File: config.mk
export PLATFORM = sky130hd
export DESIGN_NAME = melay_sequence_gen_flat
export DESIGN_NICKNAME = d
export VERILOG_FILES = /design/src/rtl/melay_sequence_gen_if.sv /design/src/rtl/melay_sequence_gen.sv /design/src/flat_wrapper.sv
export SDC_FILE = /design/constraint.sdc
export NUM_CORES = 1
export LEC_CHECK = 0
export CORE_MARGIN = 5
export CORE_UTILIZATION = 59
export CTS_CLUSTER_SIZE = 24
export DETAILED_ROUTE_END_ITERATION = 16
export GPL_ROUTABILITY_DRIVEN = 1
export GPL_TIMING_DRIVEN = 0
export PLACE_DENSITY = 0.9
export SETUP_SLACK_MARGIN = 0.05
export SYNTH_ARGS = -nofsm -noshare
export SYNTH_HDL_FRONTEND = slang
export SYNTH_SLANG_ARGS = --single-unit
export TNS_END_PERCENT = 10
File: constraint.sdc
create_clock -name clk -period 4.38 [get_ports clk]
set_input_delay 0.438 -clock clk [delete_from_list [all_inputs] [get_ports clk]]
set_output_delay 0.438 -clock clk [all_outputs]
set_load 0.05 [all_outputs]
File: src/rtl/melay_sequence_gen_if.sv
// Handshake/bus bundle for the serial pattern transmitter.
//   master : drives start/pattern/reps/gap, observes q/q_valid/busy/done
//   slave  : the transmitter itself
interface melay_sequence_gen_if #(
    parameter int PAT_W = 3,
    parameter int CNT_W = 8,
    parameter int GAP_W = 4
) ();
    logic             start;
    logic [PAT_W-1:0] pattern;
    logic [CNT_W-1:0] reps;
    logic [GAP_W-1:0] gap;
    logic             q;
    logic             q_valid;
    logic             busy;
    logic             done;

    modport master (
        output start, pattern, reps, gap,
        input  q, q_valid, busy, done
    );

    modport slave (
        input  start, pattern, reps, gap,
        output q, q_valid, busy, done
    );
endinterface

File: src/rtl/melay_sequence_gen.sv
// Serial pattern transmitter. On an accepted start it shifts a PAT_W-bit
// pattern out MSB-first, reps times, with gap zero bits between copies.
// Ports:
//   clk        single clock, posedge
//   rst        synchronous, active-high reset
//   bus.start  request, accepted only when busy=0
//   bus.pattern/reps/gap  transfer parameters, sampled at accepted start
//   bus.q      serial data bit (registered)
//   bus.q_valid q carries a pattern or gap bit
//   bus.busy   transfer in progress
//   bus.done   one-cycle pulse after the final bit (or after a reps=0 start)
//
// state | meaning
// IDLE  | no transfer; q=0, q_valid=0
// SEND  | q shows a pattern bit
// GAP   | q shows an inter-copy zero bit
module melay_sequence_gen #(
    parameter int PAT_W = 3,
    parameter int CNT_W = 8,
    parameter int GAP_W = 4
) (
    input  logic                clk,
    input  logic                rst,
    melay_sequence_gen_if.slave bus
);
    localparam int BIT_W = (PAT_W > 2) ? $clog2(PAT_W) : 1;
    localparam logic [BIT_W-1:0] BIT_LAST = BIT_W'(PAT_W - 1);

    typedef enum logic [1:0] {
        IDLE = 2'd0,
        SEND = 2'd1,
        GAP  = 2'd2
    } state_t;

    state_t           state;
    logic [PAT_W-1:0] shreg;     // bits still to be sent, left-aligned
    logic [PAT_W-1:0] pat_l;
    logic [CNT_W-1:0] reps_rem;  // copies remaining, including the one in flight
    logic [GAP_W-1:0] gap_l;
    logic [BIT_W-1:0] bit_cnt;   // bits of the current copy still to emit after q
    logic [GAP_W-1:0] gap_cnt;   // gap bits still to emit after q
    logic             q_r;
    logic             q_valid_r;
    logic             busy_r;
    logic             done_r;

    assign bus.q       = q_r;
    assign bus.q_valid = q_valid_r;
    assign bus.busy    = busy_r;
    assign bus.done    = done_r;

    // Outputs are computed one edge ahead, so each branch loads the values
    // that q/q_valid/busy/done must show in the following cycle.
    always_ff @(posedge clk) begin
        if (rst) begin
            state     <= IDLE;
            shreg     <= '0;
            pat_l     <= '0;
            reps_rem  <= '0;
            gap_l     <= '0;
            bit_cnt   <= '0;
            gap_cnt   <= '0;
            q_r       <= 1'b0;
            q_valid_r <= 1'b0;
            busy_r    <= 1'b0;
            done_r    <= 1'b0;
        end else begin
            done_r <= 1'b0;
            case (state)
                IDLE: begin
                    q_r       <= 1'b0;
                    q_valid_r <= 1'b0;
                    busy_r    <= 1'b0;
                    if (bus.start) begin
                        if (bus.reps != '0) begin
                            state     <= SEND;
                            pat_l     <= bus.pattern;
                            reps_rem  <= bus.reps;
                            gap_l     <= bus.gap;
                            q_r       <= bus.pattern[PAT_W-1];
                            shreg     <= {bus.pattern[PAT_W-2:0], 1'b0};
                            bit_cnt   <= BIT_LAST;
                            q_valid_r <= 1'b1;
                            busy_r    <= 1'b1;
                        end else begin
                            done_r <= 1'b1;
                        end
                    end
                end

                SEND: begin
                    if (bit_cnt != '0) begin
                        q_r     <= shreg[PAT_W-1];
                        shreg   <= {shreg[PAT_W-2:0], 1'b0};
                        bit_cnt <= bit_cnt - 1'b1;
                    end else if (reps_rem > CNT_W'(1)) begin
                        reps_rem <= reps_rem - 1'b1;
                        if (gap_l != '0) begin
                            state   <= GAP;
                            q_r     <= 1'b0;
                            gap_cnt <= gap_l - 1'b1;
                        end else begin
                            // back-to-back copy: no idle bit between copies
                            q_r     <= pat_l[PAT_W-1];
                            shreg   <= {pat_l[PAT_W-2:0], 1'b0};
                            bit_cnt <= BIT_LAST;
                        end
                    end else begin
                        state     <= IDLE;
                        reps_rem  <= '0;
                        q_r       <= 1'b0;
                        q_valid_r <= 1'b0;
                        busy_r    <= 1'b0;
                        done_r    <= 1'b1;
                    end
                end

                GAP: begin
                    if (gap_cnt != '0) begin
                        q_r     <= 1'b0;
                        gap_cnt <= gap_cnt - 1'b1;
                    end else begin
                        state   <= SEND;
                        q_r     <= pat_l[PAT_W-1];
                        shreg   <= {pat_l[PAT_W-2:0], 1'b0};
                        bit_cnt <= BIT_LAST;
                    end
                end

                default: begin
                    state     <= IDLE;
                    q_r       <= 1'b0;
                    q_valid_r <= 1'b0;
                    busy_r    <= 1'b0;
                end
            endcase
        end
    end
endmodule

File: src/flat_wrapper.sv
// flat-port wrapper written by rule: the top's interface ports become plain ports
module melay_sequence_gen_flat 
#(
    parameter int PAT_W = 3,
    parameter int CNT_W = 8,
    parameter int GAP_W = 4
)
  (clk, rst, bus_start, bus_pattern, bus_reps, bus_gap, bus_q, bus_q_valid, bus_busy, bus_done);
  melay_sequence_gen_if #(.PAT_W(PAT_W), .CNT_W(CNT_W), .GAP_W(GAP_W)) bus_i ();
  input  logic clk;
  input  logic rst;
  input wire logic [$bits(bus_i.start)-1:0] bus_start;
  input wire logic [$bits(bus_i.pattern)-1:0] bus_pattern;
  input wire logic [$bits(bus_i.reps)-1:0] bus_reps;
  input wire logic [$bits(bus_i.gap)-1:0] bus_gap;
  output wire logic [$bits(bus_i.q)-1:0] bus_q;
  output wire logic [$bits(bus_i.q_valid)-1:0] bus_q_valid;
  output wire logic [$bits(bus_i.busy)-1:0] bus_busy;
  output wire logic [$bits(bus_i.done)-1:0] bus_done;
  assign bus_i.start = bus_start;
  assign bus_i.pattern = bus_pattern;
  assign bus_i.reps = bus_reps;
  assign bus_i.gap = bus_gap;
  assign bus_q = bus_i.q;
  assign bus_q_valid = bus_i.q_valid;
  assign bus_busy = bus_i.busy;
  assign bus_done = bus_i.done;
  melay_sequence_gen #(.PAT_W(PAT_W), .CNT_W(CNT_W), .GAP_W(GAP_W)) u_core (.clk(clk), .rst(rst), .bus(bus_i));
endmodule
==> metrics.cfg, run 1 <==
[outcome]
outcome=finished clean

[cts]
cts.repair.resized=0
clockBufferDepth=2
clk_pin_slew_ns=0.16
htree_levels=1
worstSkewPairLatency_ns=0.33
cts_setup_buffers=0
cts-root-buf=clkbuf_4
ctsHoldBuffers=0
cts_tree=built
cts_buffers=3
clock-sinks=28

[global_route]
grtUsageMet3_pct=3.37
globalRouteTotalUtil_pct=19.8
grt_use_met2_pct=30.1
grt_max_degree=16
grt_first_pass_wirelength_um=6690
antenna_found_initial=0
grt_pass1_vias=1499
grt.overflow.total=0
global_route.usage.met1_pct=28.0
top_usage_layer=met2

[sta]
max_freq_ghz=0.424
fin_worst_skew_ns=0.00982
period_share_pct=53.9
finalSetupTns_ns=0
worst_pin_slew_ns=1.03
hold_violations=0
maxSlewViolCount=0
rsz0062_at_grt=no
finalSetupViolations=0
period_needed_ns=2.36
slew_headroom_pct=30.6

[finish]
most-common-layout-cells=dfxtp_1, nor2_1, a21oi_1, clkdlybuf4s50_1, o21ai_0
final_nets=260
n_fill_cell=222
final_common_cell=dfxtp_1
instances_no_fill=263
drive_above_1_share_pct=6.03
area_growth_pct=17.0
antennaDiodeCount=0

[critical_path]
r2r_setup_slack_ns=2.02
crit_path_end_kind=flop
worstPathArrival_ns=2.62
r2r_cells=10
startpoint=u_core.state[0]
crit_fanout=10
start_kind=flop
path_class=reg -> reg
r2r_start=u_core.state[0]
cp.required_ns=4.64

[floorplanning]
initial_core_util_pct=61.6
die_w_um=63.4
io_pins=22
die_h_um=63.4
rows=19
die_area_sq_um=4020
core_sq_um=2730

[logic_synthesis]
yosys_most_used_dff=dfxtp_1
synth_edf_count=0
ys_ff_latch=28
synth_area_sq_um=1680
synth_nets=234
synth_area_per_cell_sq_um=8.13
synth.distinct_cells=50
ys_seq_area_share_pct=33.3
syn_inst=207
ys_async_sr_fraction_pct=0
yosysWarnings=0

[power]
power.density_nw_per_um2=740
clkPwrFrac_pct=8.8
p_sw_mw=0.705
cellInternalPower_mw=0.752
swShare_pct=48.4
p_leak_nw=0.754
sequentialPowerShare_pct=28.9
power_frac_comb_pct=62.3
irDropWorstVdd_mv=0.506

[placement]
dp_cells=259
globalplace.congestion=0.907
portBuffers=21
dp_hpwl_um=2940

[worst_hold_path]
hold_depth=2
min_from=u_core.reps_rem[4]
hp-class=reg -> reg

[drt]
dr.pass1.iters=4
wl_per_cell_um=15.1
wirelength_um=3980
antenna_left=0
drc=0
num_vias=1625
drtIter0Drc=102
viasPerCell=6.18

[job]
drv_cap=0

## metrics by stage
| step | instance area (sq um) | setup slack (ns) | utilization [%] | hold slack, ns | total power, mW |
|---|---|---|---|---|---|
| final | 1970 | 2.02 | 72.0 | 0.510 | 1.46 |
| after global routing | 1970 | 1.83 | 72.0 | 0.546 | 1.58 |
| after CTS | 1970 | 2.06 | 72.0 | 0.502 | 1.44 |
| after detailed placement | 1930 | 1.85 | 70.7 | 0.482 | 1.31 |
| after global placement | 1930 | 1.87 | 70.7 | 0.474 | 1.28 |
| after floorplan | 1680 | 2.40 | - | 0.450 | 1.10 |
## worst paths after layout
path / to
worst max-delay path: u_core.gap_cnt[2]
worst min-delay path: u_core.reps_rem[4]
worst max register to register: u_core.gap_cnt[2]
worst min register to register: u_core.reps_rem[4]
## metal layers
| layer | part of all wire, % | up-vias |
|---|---|---|
| li1 | - | 813 |
| met1 | 47 | 757 |
| met2 | 48 | 51 |
| met3 | 4.8 | 4 |
| met4 | 0.73 | 0 |
| met5 | 0 | - |
## synth_stat cells (all sizes together), types with 2 or more instances
library cell / count / area share, %
nor2b: 4 / 1.5
dfxtp: 28 / 33
nand3: 2 / 0.59
buf: 3 / 0.97
o21ai: 15 / 4.7
or2: 2 / 0.74
mux2i: 11 / 6.5
nor3b: 2 / 0.89
a221oi: 2 / 1.4
or4: 5 / 2.2
or3: 3 / 1.1
a21o: 3 / 1.3
a311oi: 2 / 1.0
o31ai: 2 / 0.89
clkbuf: 7 / 1.6
nor3: 9 / 2.7
nand2b: 3 / 1.1
nor2: 24 / 5.4
a31o: 2 / 1.0
inv: 11 / 2.5
ha: 9 / 6.7
nand2: 9 / 2.0
a31oi: 3 / 1.1
a21oi: 22 / 6.5
a211oi: 3 / 1.3
nand4: 3 / 1.1
## sequential cells by signal, indices dropped and copies added (netlist names)
| signal | flops |
|---|---|
| u_core.bit_cnt | 2 |
| u_core.bus.done | 1 |
| u_core.bus.q | 1 |
| u_core.bus.q_valid | 1 |
| u_core.gap_cnt | 4 |
| u_core.gap_l | 4 |
| u_core.pat_l | 3 |
| u_core.reps_rem | 8 |
| u_core.shreg | 2 |
| u_core.state | 2 |
## power by group through the flow
stage,Clock [mW],Sequential [mW],Combinational [mW]
detailed placement,0,0.423,0.883
CTS,0.130,0.418,0.891
floorplan,0,0.426,0.675
global placement,0,0.420,0.862
finish,0.129,0.420,0.908
global route,0.143,0.433,1.00
## cell type report
type                       instances  area [sq um]  share of cell area, %
buffer                            10          42.5                   2.16
sequential                        28           561                   28.5
timing repair buffer              21           210                   10.7
inverter                          12          45.0                   2.29
multi-input combinational        157          1030                   52.6
tap                               31          38.8                   1.97
clock buffer                       4          36.3                   1.84
## kinds of logic after synthesis
kind of cell	after synthesis	synth area share (%)
flip-flops	28	33.3
multiplexers	12	7.21
AND/OR/NAND/NOR	69	20.7
buffers and inverters	22	5.20
AO/OA/AOI/OAI	67	26.8
adder cells (fa/ha/maj)	9	6.69
## worst max-delay path: stages (launching register included)
cell	delay, ns
dfxtp_1	0.37
inv_1	0.09
ha_1	0.15
clkbuf_1	0.34
buf_1	0.43
mux2i_1	0.25
ha_1	0.23
o211ai_1	0.10
o31ai_1	0.08
a21oi_1	0.10
a21oi_1	0.15
Note: power is estimated with default switching activity, not from simulation.
==> inputs of run 2 (changes only) <==
--- a/config.mk
+++ b/config.mk
@@ -6,12 +6,12 @@
 export NUM_CORES = 1
 export LEC_CHECK = 0
 export CORE_MARGIN = 5
-export CORE_UTILIZATION = 59
+export CORE_UTILIZATION = 54
 export CTS_CLUSTER_SIZE = 24
 export DETAILED_ROUTE_END_ITERATION = 16
 export GPL_ROUTABILITY_DRIVEN = 1
 export GPL_TIMING_DRIVEN = 0
-export PLACE_DENSITY = 0.9
+export PLACE_DENSITY = 0.83
 export SETUP_SLACK_MARGIN = 0.05
 export SYNTH_ARGS = -nofsm -noshare
 export SYNTH_HDL_FRONTEND = slang
==> constraint.sdc (replaced) <==
create_clock -name clk -period 2.3 [get_ports clk]
set_input_delay 0.23 -clock clk [delete_from_list [all_inputs] [get_ports clk]]
set_output_delay 0.23 -clock clk [all_outputs]
set_load 0.05 [all_outputs]
==> run 2 against run 1 <==
Clock skew up 0.0035 ns. Cell count up 4.6%. Die area up 7.8%. Flip-flop and latch count unchanged. Critical path type unchanged. Largest cell class unchanged. Maximum frequency up 11%.
==> metrics.cfg, run 2 (synthesis results as in run 1) <==
[sta]
whs_ns=0.486  ; was 0.510 ns
finalSetupViolations=0  ; unchanged
worst_pin_slew_ns=0.648  ; was 1.03 ns
fin_worst_skew_ns=0.0133  ; was 0.00982 ns
period_share_pct=92.0  ; was 53.9%
worst_slack_ns=0.183  ; was 2.02 ns
hold_violations=0  ; unchanged
slew_headroom_pct=56.6  ; was 30.6%
rsz0062_at_grt=yes  ; was no
maxSlewViolCount=0  ; unchanged
period_needed_ns=2.12  ; was 2.36 ns
max_freq_ghz=0.472  ; was 0.424 GHz

[finish]
fin_area_sq_um=1990  ; was 1970 sq um
fin_util_pct=65.6  ; was 72.0%
top_register=u_core.reps_rem  ; unchanged
final_common_cell=dfxtp_1  ; unchanged
area_growth_pct=18.1  ; was 17.0%
top_regs=u_core.reps_rem: 8 flops, u_core.gap_cnt: 4 flops, u_core.gap_l: 4 flops  ; unchanged
final_nets=260  ; unchanged
most-common-layout-cells=dfxtp_1, nor2_1, a21oi_1, clkdlybuf4s50_1, o21ai_0  ; unchanged
largest_reg_flops=8  ; unchanged
drive_above_1_share_pct=7.79  ; was 6.03%
antennaDiodeCount=0  ; unchanged
instances_no_fill=275  ; was 263

[job]
drv_cap=0  ; unchanged

[cts]
clockBufferDepth=2  ; unchanged
cts_tree=built  ; unchanged
worstSkewPairLatency_ns=0.34  ; was 0.33 ns
clk_pin_slew_ns=0.15  ; was 0.16 ns
htree_levels=1  ; unchanged
clock-sinks=28  ; unchanged
cts_buffers=3  ; unchanged
cts-root-buf=clkbuf_4  ; unchanged

[floorplanning]
core_sq_um=3030  ; was 2730 sq um
io_pins=22  ; unchanged
die_area_sq_um=4330  ; was 4020 sq um
die_w_um=65.8  ; was 63.4 um
die_h_um=65.8  ; was 63.4 um
initial_core_util_pct=55.6  ; was 61.6%
rows=20  ; was 19

[placement]
globalplace.congestion=0.932  ; was 0.907
place_ws_ns=-0.0304  ; was 1.85 ns
dp_hpwl_um=2930  ; was 2940 um
detailed_place.area_sq_um=1950  ; was 1930 sq um
portBuffers=21  ; unchanged
dp_cells=272  ; was 259

[global_route]
grt.overflow.total=0  ; unchanged
grt_first_pass_wirelength_um=6820  ; was 6690 um
grt_max_degree=15  ; was 16
antenna_found_initial=0  ; unchanged
globalRouteTotalUtil_pct=19.8  ; about the same
grt_pass1_vias=1501  ; was 1499

[critical_path]
worstPathArrival_ns=2.37  ; was 2.62 ns
crit_path_end_kind=flop  ; unchanged
cp.buffers_inverters=1  ; was 3
start_kind=flop  ; unchanged
r2r_setup_slack_ns=0.18  ; was 2.02 ns
crit_fanout=8  ; was 10
worst-path-stages=7  ; was 10
path_class=reg -> reg  ; unchanged
cp.required_ns=2.56  ; was 4.64 ns
cp_top_family=compound AO/OA/AOI/OAI gates  ; was buffers and inverters
path_cells=inv_1 -> ha_1 -> or2_2 -> a31o_2 -> a31oi_2 -> a21oi_1 -> a311oi_1  ; was inv_1 -> ha_1 -> clkbuf_1 -> buf_1 -> mux2i_1 -> ha_1 -> o211ai_1 -> o31ai_1 -> a21oi_1 -> a21oi_1
r2r_cells=7  ; was 10
cpPeakStageDelay_ns=0.41  ; was 0.43 ns
worst_path_max_delay_cell=dfxtp_1  ; was buf_1

[power]
p_leak_nw=0.756  ; was 0.754 nW
irDropWorstVdd_mv=0.740  ; was 0.506 mV
power.density_nw_per_um2=1400  ; was 740 nW/um^2

[worst_hold_path]
hold_depth=3  ; was 2
hp-class=in -> reg  ; was reg -> reg

[drt]
wl_per_cell_um=14.4  ; was 15.1 um
num_vias=1613  ; was 1625
wirelength_um=3970  ; was 3980 um
dr.pass1.iters=4  ; unchanged
antenna_left=0  ; unchanged
drtIter0Drc=148  ; was 102
viasPerCell=5.87  ; was 6.18
drc=0  ; unchanged

[outcome]
outcome=finished clean  ; unchanged

-- run 2: cell count changes in the layout (fill, tap and decap cells not counted), sizes merged --
cell and change:
buf +1, clkbuf -2, clkinv -1, inv +1
-- run 2: worst register-to-register path: stages (launching register included) --
cell and delay, ns:
dfxtp_1 0.41, inv_1 0.09, ha_1 0.32, or2_2 0.33
a31o_2 0.24, a31oi_2 0.27, a21oi_1 0.11, a311oi_1 0.27
-- run 2: report_power, final --
part	total, mW	internal (mW)	switching [mW]
clock	0.207	0.0617	0.146
sequential	0.798	0.652	0.146
combinational	1.77	0.710	1.06
-- run 2: metrics by stage --
stage / setup TNS, ns / power [mW]
3_3_place_gp: -0.0176 / 2.45
2_1_floorplan: 0 / 2.10
4_1_cts: 0 / 2.70
6_report: 0 / 2.78
3_5_place_dp: -0.0304 / 2.49
5_1_grt: 0 / 3.02
-- run 2: layer usage --
metal	GRT usage (%)	vias up	share of wire (%)
met5	0	-	0
met4	6.99	0	1.2
met3	3.06	5	4.2
met2	30.3	38	46
met1	28.0	758	48
li1	-	812	-
-- run 2: path summary, 6_finish.rpt --
kind	start	end
max	u_core.reps_rem[0]	u_core.bit_cnt[1]
min	bus_pattern[0]	u_core.shreg[1]
max reg2reg	u_core.reps_rem[0]	u_core.bit_cnt[1]
min reg2reg	u_core.bit_cnt[0]	u_core.bit_cnt[0]
-- run 2: timing repair --
action	in CTS	in global routing
setup buffers	0	1
setup endpoints to repair	1	17
cloned	0	0
pin swaps	0	1
gates resized for setup	1	3
hold buffers	0	0
-- run 2: cell type report --
class                      instances  area (sq um)
multi-input combinational        157          1050
fill                             263          1040
sequential                        28           561
timing repair buffer              22           218
tap                               44          55.1
inverter                          12          45.0
buffer                             9          40.0
clock buffer                       3          22.5
